<file path="src/rtl/baej_pkg.sv">
// Shared constants for the PC / RA / IR datapath: data width, reset PC,
// opcode encodings and the position of the op field inside an instruction.
// Pure declarations; no logic, no latency, no backpressure.
package baej_pkg;

  localparam int DATA_W = 16;
  localparam logic [DATA_W-1:0] RESET_PC = 16'h0000;

  // op field lives in the top nibble of every instruction word
  localparam int OP_MSB = 15;
  localparam int OP_LSB = 12;

  localparam logic [3:0] LDA = 4'd0;
  localparam logic [3:0] STA = 4'd1;
  localparam logic [3:0] ADD = 4'd2;
  localparam logic [3:0] SUB = 4'd3;
  localparam logic [3:0] LDI = 4'd4;
  localparam logic [3:0] BOP = 4'd5;
  localparam logic [3:0] CAL = 4'd6;
  localparam logic [3:0] RET = 4'd7;
  localparam logic [3:0] BEQ = 4'd8;
  localparam logic [3:0] BNE = 4'd9;
  localparam logic [3:0] LSL = 4'd10;
  localparam logic [3:0] LSR = 4'd11;
  localparam logic [3:0] CMP = 4'd12;
  localparam logic [3:0] NOT = 4'd13;
  localparam logic [3:0] ANR = 4'd14;
  localparam logic [3:0] ORR = 4'd15;

  // extract the op field from a 16-bit instruction word
  function automatic logic [3:0] get_op(input logic [15:0] word);
    return word[OP_MSB:OP_LSB];
  endfunction

endpackage

</file>
<file path="src/rtl/pc_ra_unit_if.sv">
// Bundle between the multicycle control unit (master) and the PC/RA/IR datapath (slave).
// Wires only; timing is set by the datapath registers (one cycle, op combinational).
// No backpressure: strobes are acted on in the cycle they are presented.
// Ports: master drives strobes, imm, ir_load, mem_rdata; slave drives pc, ra, inst, op,
//        stack_count and the two sticky stack flags.
interface pc_ra_unit_if #(
  parameter int DATA_W      = 16,
  parameter int STACK_DEPTH = 8
);

  logic                           writePC;
  logic                           PCsrc;
  logic                           ImRPC;
  logic                           writeRA;
  logic                           backup;
  logic                           restore;
  logic                           cmpeq;
  logic                           cmpne;
  logic                           eq;
  logic                           resetSig;
  logic [DATA_W-1:0]              imm;
  logic                           ir_load;
  logic [DATA_W-1:0]              mem_rdata;

  logic [DATA_W-1:0]              pc;
  logic [DATA_W-1:0]              ra;
  logic [DATA_W-1:0]              inst;
  logic [3:0]                     op;
  logic [$clog2(STACK_DEPTH):0]   stack_count;
  logic                           stack_overflow;
  logic                           stack_underflow;

  modport master (
    output writePC, PCsrc, ImRPC, writeRA, backup, restore,
           cmpeq, cmpne, eq, resetSig, imm, ir_load, mem_rdata,
    input  pc, ra, inst, op, stack_count, stack_overflow, stack_underflow
  );

  modport slave (
    input  writePC, PCsrc, ImRPC, writeRA, backup, restore,
           cmpeq, cmpne, eq, resetSig, imm, ir_load, mem_rdata,
    output pc, ra, inst, op, stack_count, stack_overflow, stack_underflow
  );

endinterface

</file>
<file path="src/rtl/pc_ra_unit_ra_stack.sv">
// Circular LIFO of saved return addresses with sticky overflow/underflow flags.
// Push/pop take effect at the next posedge; top is combinational from the array.
// Never stalls: push while full drops the oldest entry, pop while empty returns EMPTY_VAL.
// Ports: clk, Reset (sync active-low), clr (soft reset), push/pop/din, top, count, flags.
module ra_stack #(
  parameter int                DATA_W      = 16,
  parameter int                STACK_DEPTH = 8,
  parameter logic [DATA_W-1:0] EMPTY_VAL   = '0
) (
  input  logic                          clk,
  input  logic                          Reset,
  input  logic                          clr,
  input  logic                          push,
  input  logic                          pop,
  input  logic [DATA_W-1:0]             din,
  output logic [DATA_W-1:0]             top,
  output logic [$clog2(STACK_DEPTH):0]  count,
  output logic                          overflow,
  output logic                          underflow
);

  localparam int PW = $clog2(STACK_DEPTH);
  localparam logic [PW:0] FULL_CNT = (PW+1)'(STACK_DEPTH);

  logic [DATA_W-1:0] mem [STACK_DEPTH];
  logic [PW-1:0]     sp;        // next free slot; sp-1 is the top
  logic [PW-1:0]     top_idx;
  logic              empty;
  logic              full;

  assign top_idx = sp - 1'b1;
  assign empty   = (count == '0);
  assign full    = (count == FULL_CNT);
  assign top     = empty ? EMPTY_VAL : mem[top_idx];

  // Array write. Push+pop on a non-empty stack swaps the top in place.
  // When full, sp already points at the oldest entry, so a plain push
  // overwrites it and the window slides.
  always_ff @(posedge clk) begin
    if (Reset && !clr) begin
      if (push && pop && !empty)
        mem[top_idx] <= din;
      else if (push)
        mem[sp] <= din;
    end
  end

  always_ff @(posedge clk) begin
    if (!Reset || clr) begin
      sp        <= '0;
      count     <= '0;
      overflow  <= 1'b0;
      underflow <= 1'b0;
    end else begin
      unique case ({push, pop})
        2'b11: begin
          // empty swap: the pop underflows, the push still lands
          if (empty) begin
            sp        <= sp + 1'b1;
            count     <= count + 1'b1;
            underflow <= 1'b1;
          end
        end
        2'b10: begin
          sp <= sp + 1'b1;
          if (full) overflow <= 1'b1;
          else      count    <= count + 1'b1;
        end
        2'b01: begin
          if (empty) begin
            underflow <= 1'b1;
          end else begin
            sp    <= sp - 1'b1;
            count <= count - 1'b1;
          end
        end
        default: ;
      endcase
    end
  end

endmodule

</file>
<file path="src/rtl/pc_ra_unit.sv">
// PC, return-address and instruction-register datapath behind the control unit.
// PC/RA/IR update one cycle after the strobe; op is combinational from the IR.
// No backpressure: every strobe is honoured in the cycle it is presented.
// Ports: clk, Reset (sync active-low), bus (slave side of pc_ra_unit_if).
module pc_ra_unit #(
  parameter int                DATA_W      = baej_pkg::DATA_W,
  parameter int                STACK_DEPTH = 8,
  parameter logic [DATA_W-1:0] RESET_PC    = baej_pkg::RESET_PC
) (
  input  logic        clk,
  input  logic        Reset,
  pc_ra_unit_if.slave bus
);

  import baej_pkg::*;

  logic [DATA_W-1:0] pc_q;
  logic [DATA_W-1:0] ra_q;
  logic [DATA_W-1:0] inst_q;
  logic [DATA_W-1:0] pc_next;
  logic [DATA_W-1:0] ra_next;
  logic [DATA_W-1:0] pc_rel;
  logic [DATA_W-1:0] stack_top;
  logic              soft_rst;
  logic              take_branch;

  // soft reset only counts when the control unit is also writing the PC
  assign soft_rst    = bus.resetSig & bus.writePC;
  assign take_branch = (bus.cmpeq & bus.eq) | (bus.cmpne & ~bus.eq);
  assign pc_rel      = pc_q + (bus.imm << 1);

  ra_stack #(
    .DATA_W      (DATA_W),
    .STACK_DEPTH (STACK_DEPTH),
    .EMPTY_VAL   (RESET_PC)
  ) u_ra_stack (
    .clk       (clk),
    .Reset     (Reset),
    .clr       (soft_rst),
    .push      (bus.backup),
    .pop       (bus.restore),
    .din       (ra_q),
    .top       (stack_top),
    .count     (bus.stack_count),
    .overflow  (bus.stack_overflow),
    .underflow (bus.stack_underflow)
  );

  always_comb begin
    pc_next = pc_q;
    if (bus.writePC) begin
      if (bus.PCsrc)      pc_next = ra_q;
      else if (bus.ImRPC) pc_next = pc_rel;
      else                pc_next = pc_q + DATA_W'(2);
    end else if (take_branch) begin
      pc_next = pc_rel;
    end
  end

  // a pop on an empty stack yields RESET_PC through stack_top
  always_comb begin
    ra_next = ra_q;
    if (bus.writeRA) begin
      if (bus.restore) ra_next = stack_top;
      else             ra_next = pc_q;
    end
  end

  always_ff @(posedge clk) begin
    if (!Reset) begin
      pc_q   <= RESET_PC;
      ra_q   <= '0;
      inst_q <= '0;
    end else begin
      if (soft_rst) begin
        pc_q <= RESET_PC;
        ra_q <= '0;
      end else begin
        pc_q <= pc_next;
        ra_q <= ra_next;
      end
      if (bus.ir_load) inst_q <= bus.mem_rdata;
    end
  end

  assign bus.pc   = pc_q;
  assign bus.ra   = ra_q;
  assign bus.inst = inst_q;
  assign bus.op   = inst_q[OP_MSB:OP_LSB];

endmodule

</file>
<file path="src/flat_wrapper.sv">
// flat-port wrapper written by rule: the top's interface ports become plain ports
module pc_ra_unit_flat import baej_pkg::*;
#(
  parameter int                DATA_W      = baej_pkg::DATA_W,
  parameter int                STACK_DEPTH = 8,
  parameter logic [DATA_W-1:0] RESET_PC    = baej_pkg::RESET_PC
)
  (clk, Reset, bus_writePC, bus_PCsrc, bus_ImRPC, bus_writeRA, bus_backup, bus_restore, bus_cmpeq, bus_cmpne, bus_eq, bus_resetSig, bus_imm, bus_ir_load, bus_mem_rdata, bus_pc, bus_ra, bus_inst, bus_op, bus_stack_count, bus_stack_overflow, bus_stack_underflow);
  pc_ra_unit_if #(.DATA_W(DATA_W), .STACK_DEPTH(STACK_DEPTH)) bus_i ();
  input  logic clk;
  input  logic Reset;
  input wire logic [$bits(bus_i.writePC)-1:0] bus_writePC;
  input wire logic [$bits(bus_i.PCsrc)-1:0] bus_PCsrc;
  input wire logic [$bits(bus_i.ImRPC)-1:0] bus_ImRPC;
  input wire logic [$bits(bus_i.writeRA)-1:0] bus_writeRA;
  input wire logic [$bits(bus_i.backup)-1:0] bus_backup;
  input wire logic [$bits(bus_i.restore)-1:0] bus_restore;
  input wire logic [$bits(bus_i.cmpeq)-1:0] bus_cmpeq;
  input wire logic [$bits(bus_i.cmpne)-1:0] bus_cmpne;
  input wire logic [$bits(bus_i.eq)-1:0] bus_eq;
  input wire logic [$bits(bus_i.resetSig)-1:0] bus_resetSig;
  input wire logic [$bits(bus_i.imm)-1:0] bus_imm;
  input wire logic [$bits(bus_i.ir_load)-1:0] bus_ir_load;
  input wire logic [$bits(bus_i.mem_rdata)-1:0] bus_mem_rdata;
  output wire logic [$bits(bus_i.pc)-1:0] bus_pc;
  output wire logic [$bits(bus_i.ra)-1:0] bus_ra;
  output wire logic [$bits(bus_i.inst)-1:0] bus_inst;
  output wire logic [$bits(bus_i.op)-1:0] bus_op;
  output wire logic [$bits(bus_i.stack_count)-1:0] bus_stack_count;
  output wire logic [$bits(bus_i.stack_overflow)-1:0] bus_stack_overflow;
  output wire logic [$bits(bus_i.stack_underflow)-1:0] bus_stack_underflow;
  assign bus_i.writePC = bus_writePC;
  assign bus_i.PCsrc = bus_PCsrc;
  assign bus_i.ImRPC = bus_ImRPC;
  assign bus_i.writeRA = bus_writeRA;
  assign bus_i.backup = bus_backup;
  assign bus_i.restore = bus_restore;
  assign bus_i.cmpeq = bus_cmpeq;
  assign bus_i.cmpne = bus_cmpne;
  assign bus_i.eq = bus_eq;
  assign bus_i.resetSig = bus_resetSig;
  assign bus_i.imm = bus_imm;
  assign bus_i.ir_load = bus_ir_load;
  assign bus_i.mem_rdata = bus_mem_rdata;
  assign bus_pc = bus_i.pc;
  assign bus_ra = bus_i.ra;
  assign bus_inst = bus_i.inst;
  assign bus_op = bus_i.op;
  assign bus_stack_count = bus_i.stack_count;
  assign bus_stack_overflow = bus_i.stack_overflow;
  assign bus_stack_underflow = bus_i.stack_underflow;
  pc_ra_unit #(.DATA_W(DATA_W), .STACK_DEPTH(STACK_DEPTH), .RESET_PC(RESET_PC)) u_core (.clk(clk), .Reset(Reset), .bus(bus_i));
endmodule
</file>
<file path="config.mk">
export PLATFORM = sky130hd
export DESIGN_NAME = pc_ra_unit_flat
export DESIGN_NICKNAME = d
export VERILOG_FILES = /design/src/rtl/baej_pkg.sv /design/src/rtl/pc_ra_unit_if.sv /design/src/rtl/pc_ra_unit_ra_stack.sv /design/src/rtl/pc_ra_unit.sv /design/src/flat_wrapper.sv
export SDC_FILE = /design/constraint.sdc
export NUM_CORES = 1
export LEC_CHECK = 0
export CORE_MARGIN = 10
export CORE_UTILIZATION = 52
export DETAILED_ROUTE_END_ITERATION = 8
export PLACE_DENSITY = 0.87
export SLEW_MARGIN = 20
export SYNTH_ARGS = -nofsm -noshare
export SYNTH_HDL_FRONTEND = slang
export SYNTH_HIERARCHICAL = 1
export SYNTH_SLANG_ARGS = --single-unit
</file>
<file path="constraint.sdc">
create_clock -name clk -period 3.98 [get_ports clk]
set_input_delay 0.796 -clock clk [delete_from_list [all_inputs] [get_ports clk]]
set_output_delay 0.796 -clock clk [all_outputs]
set_load 0.01 [all_outputs]
</file>
==> flow_summary.json <==
{
  "status": "completed",
  "die_h_um": 150,
  "die_width_um": 150,
  "powerDensity_nw_per_um2": 501,
  "p_seq_share_pct": 43.9,
  "ys_seq_area_share_pct": 56.5,
  "tns_ns": 0,
  "critPathLaunchType": "flop",
  "place_congestion": 0.950,
  "drtAntennaViolNets": 0,
  "syn_area_per_cell_um2": 12.4,
  "drtIter0Drc": 835,
  "drv_slew": 0,
  "drive_above_1_share_pct": 11.3,
  "die-area_um2": 22600,
  "grt_overflow": 0,
  "synth_fp_nets": 780,
  "netlist_instances": 714,
  "coreArea_um2": 16600,
  "p_comb_share_pct": 25.9,
  "regToRegStartpoint": "u_core/u_ra_stack/sp[1]$_SDFFE_PN0P_",
  "synth-seq-cells": 185,
  "synth_cell_type_count": 59,
  "dr_wl_met3_mm": 2.31,
  "synth_edf_count": 128,
  "clock.fmax_ghz": 0.335,
  "clock_skew_ns": 0.0156,
  "syn_area_um2": 8820,
  "cts_tree": "yes",
  "post_cts_resized": 0,
  "antenna_found_initial": 0,
  "cts_num_sinks": 185,
  "cap_violations": 0,
  "fin_ws_ns": 0.993,
  "viasPerCell": 6.21,
  "n_antenna_cell": 0,
  "fin_crit_sh_pct": 75.0,
  "grt_max_degree": 34,
  "path_max_fanout": 22,
  "async_flop_share_pct": 0,
  "p_sw_mw": 1.64,
  "reg2reg_to": "u_core/bus.ra[13]$_SDFFE_PP0P_",
  "worstMarginPinSlew_ns": 0.985,
  "grt_pass1_vias": 6407,
  "ys_warn_count": 6,
  "fin_nets": 874,
  "drtPass1Iterations": 5,
  "num_io_pins": 103,
  "portBuffers": 101,
  "cp-end-kind": "flop",
  "wire_per_inst_um": 21.9,
  "design_area_um2": 10600,
  "grt_pass1_wl_mm": 35.2,
  "htree_levels": 4,
  "cts_max_path_buffers": 2,
  "fin_hold_ws_ns": 0.467,
  "root_buffer": "clkbuf_16",
  "internal_power_mw": 3.67,
  "met2_length_mm": 11.1,
  "crit_path_start": "u_core/u_ra_stack/sp[1]$_SDFFE_PN0P_",
  "crit_arrival_ns": 3.30,
  "power_frac_clock_pct": 30.2,
  "post-cts-setup-buffer-count": 0,
  "slew_headroom_pct": 34.1,
  "setup_viol": 0,
  "grt_usage_pct": 20.2,
  "rsz0062_at_grt": "no",
  "final-hold-violation-count": 0,
  "vias": 6460,
  "drt_wl_total_mm": 22.7,
  "cts_hold_buffers": 0,
  "drcViolationCount": 0,
  "critPathKind": "reg2reg",
  "ir_worst_vdd_v": 0.000276,
  "row_count": 47,
  "synthFlopType": "edfxtp_1",
  "hpwlAfterDp_mm": 15.0,
  "crit_end": "u_core/bus.ra[13]$_SDFFE_PP0P_",
  "critPathRequiredTime_ns": 4.29,
  "start_util_pct": 53.2,
  "mostFrequentLayoutCell": "edfxtp_1",
  "cts_inserted_buffers": 17,
  "layout_min_cycle_time_ns": 2.99,
  "p_sw_share_pct": 30.8,
  "regToRegSetupSlack_ns": 0.99,
  "clk_pin_slew_ns": 0.07,
  "place_area_um2": 10000,
  "met1Wirelength_mm": 8.69,
  "leakagePower_nw": 3.77,
  "insertion_delay_ns": 0.43,
  "topRoutingLayerUsed": "met4",
  "hold_class": "reg2reg",
  "layout_common_cells": "edfxtp_1 (128), clkdlybuf4s50_1 (100), nand2_1 (72), dfxtp_1 (56), nor2_1 (49)",
  "dp_slack_ns": 0.689,
  "reg2reg_depth": 8,
  "syn_to_final_growth_pct": 20.2
}
kinds of logic (layout without fill, tap and decap cells):
| group | after synthesis | count (layout) | share of synthesized area, % |
|---|---|---|---|
| adders and majority gates | 21 | 21 | 3.15 |
| muxes | 67 | 67 | 12.1 |
| buffers and inverters | 60 | 167 | 2.98 |
| AOI/OAI and AO/OA | 153 | 153 | 11.5 |
| xor gates and xnor gates | 27 | 27 | 2.68 |
| DFF | 185 | 185 | 56.5 |
| and+or+nand+nor | 201 | 201 | 11.1 |
routing by layer:
layer	up-vias	track usage, %
li1	2880	-
met1	3091	24.9
met2	419	32.5
met3	70	5.70
met4	0	8.55
met5	-	0
flip-flops by register name, summed over array words and instances, names as in the netlist:
register                     cells
u_core/bus.inst                 16
u_core/u_ra_stack/overflow       1
u_core/u_ra_stack/mem          128
u_core/bus.pc                   16
u_core/bus.ra                   16
u_core/u_ra_stack/underflow      1
u_core/u_ra_stack/sp             3
u_core/u_ra_stack/count          4
cell usage after synthesis, drive strengths merged, types with 5 or more instances:
library cell	instances	area, um^2
edfxtp	128	3840
nand4	6	37.5
mux2i	35	350
o21ai	25	125
nand2	72	270
nor3	8	40.0
a221oi	7	61.3
and4	5	43.8
dfxtp	57	1140
nand2b	5	31.3
a211oi	32	245
inv	16	60.1
buf	22	120
ha	19	238
o211ai	5	42.5
xnor2	18	158
nor2	49	184
a31oi	6	37.5
clkbuf	22	82.6
a21o	9	68.8
mux4	32	721
nor2b	21	139
a21oi	48	240
xor2	9	78.8
nand3	16	85.1
metrics by stage:
stage	std cells	utilization, %	power, mW
6_report	1041	63.9	5.31
5_1_grt	1041	63.9	5.51
4_1_cts	1041	64.0	5.32
3_5_place_dp	1009	60.6	3.70
3_3_place_gp	1009	60.6	3.64
2_1_floorplan	714	-	3.23
final cells by class:
type	instances	area, um^2
Clock buffer	19	443
Clock inverter	13	121
Fill cell	1200	5980
Inverter	16	60.1
Multi-Input combinational cell	469	3580
Sequential cell	185	4990
Tap cell	220	275
Timing Repair Buffer	119	1140
power groups by stage:
stage | sequential (mW) | clock [mW] | combinational [mW]
floorplan | 2.34 | 0 | 0.891
global placement | 2.36 | 0 | 1.28
detailed placement | 2.37 | 0 | 1.33
CTS | 2.33 | 1.62 | 1.37
global route | 2.35 | 1.69 | 1.47
finish | 2.33 | 1.60 | 1.38
worst max-delay path, stage by stage (launching register included):
cell and delay, ns:
dfxtp_1 0.42, inv_1 0.10, ha_1 0.89, buf_4 0.42, mux4_2 0.27, nand2_1 0.07
a21oi_1 0.22, mux2i_1 0.12, a211oi_1 0.35
how the worst min path moves through the flow:
stage / to / startpoint / cells past startpoint / slack [ns]
5_1_grt: u_core/u_ra_stack/underflow$_SDFFE_PN0P_ / u_core/u_ra_stack/underflow$_SDFFE_PN0P_ / 2 / 0.50
3_3_place_gp: u_core/u_ra_stack/overflow$_SDFFE_PN0P_ / u_core/u_ra_stack/overflow$_SDFFE_PN0P_ / 2 / 0.46
4_1_cts: u_core/u_ra_stack/underflow$_SDFFE_PN0P_ / u_core/u_ra_stack/underflow$_SDFFE_PN0P_ / 2 / 0.47
6_report: u_core/u_ra_stack/underflow$_SDFFE_PN0P_ / u_core/u_ra_stack/underflow$_SDFFE_PN0P_ / 2 / 0.47
3_5_place_dp: u_core/u_ra_stack/underflow$_SDFFE_PN0P_ / u_core/u_ra_stack/underflow$_SDFFE_PN0P_ / 2 / 0.46
2_1_floorplan: u_core/u_ra_stack/sp[1]$_SDFFE_PN0P_ / u_core/u_ra_stack/sp[1]$_SDFFE_PN0P_ / 2 / 0.49
(Power assumes the default switching activity.)
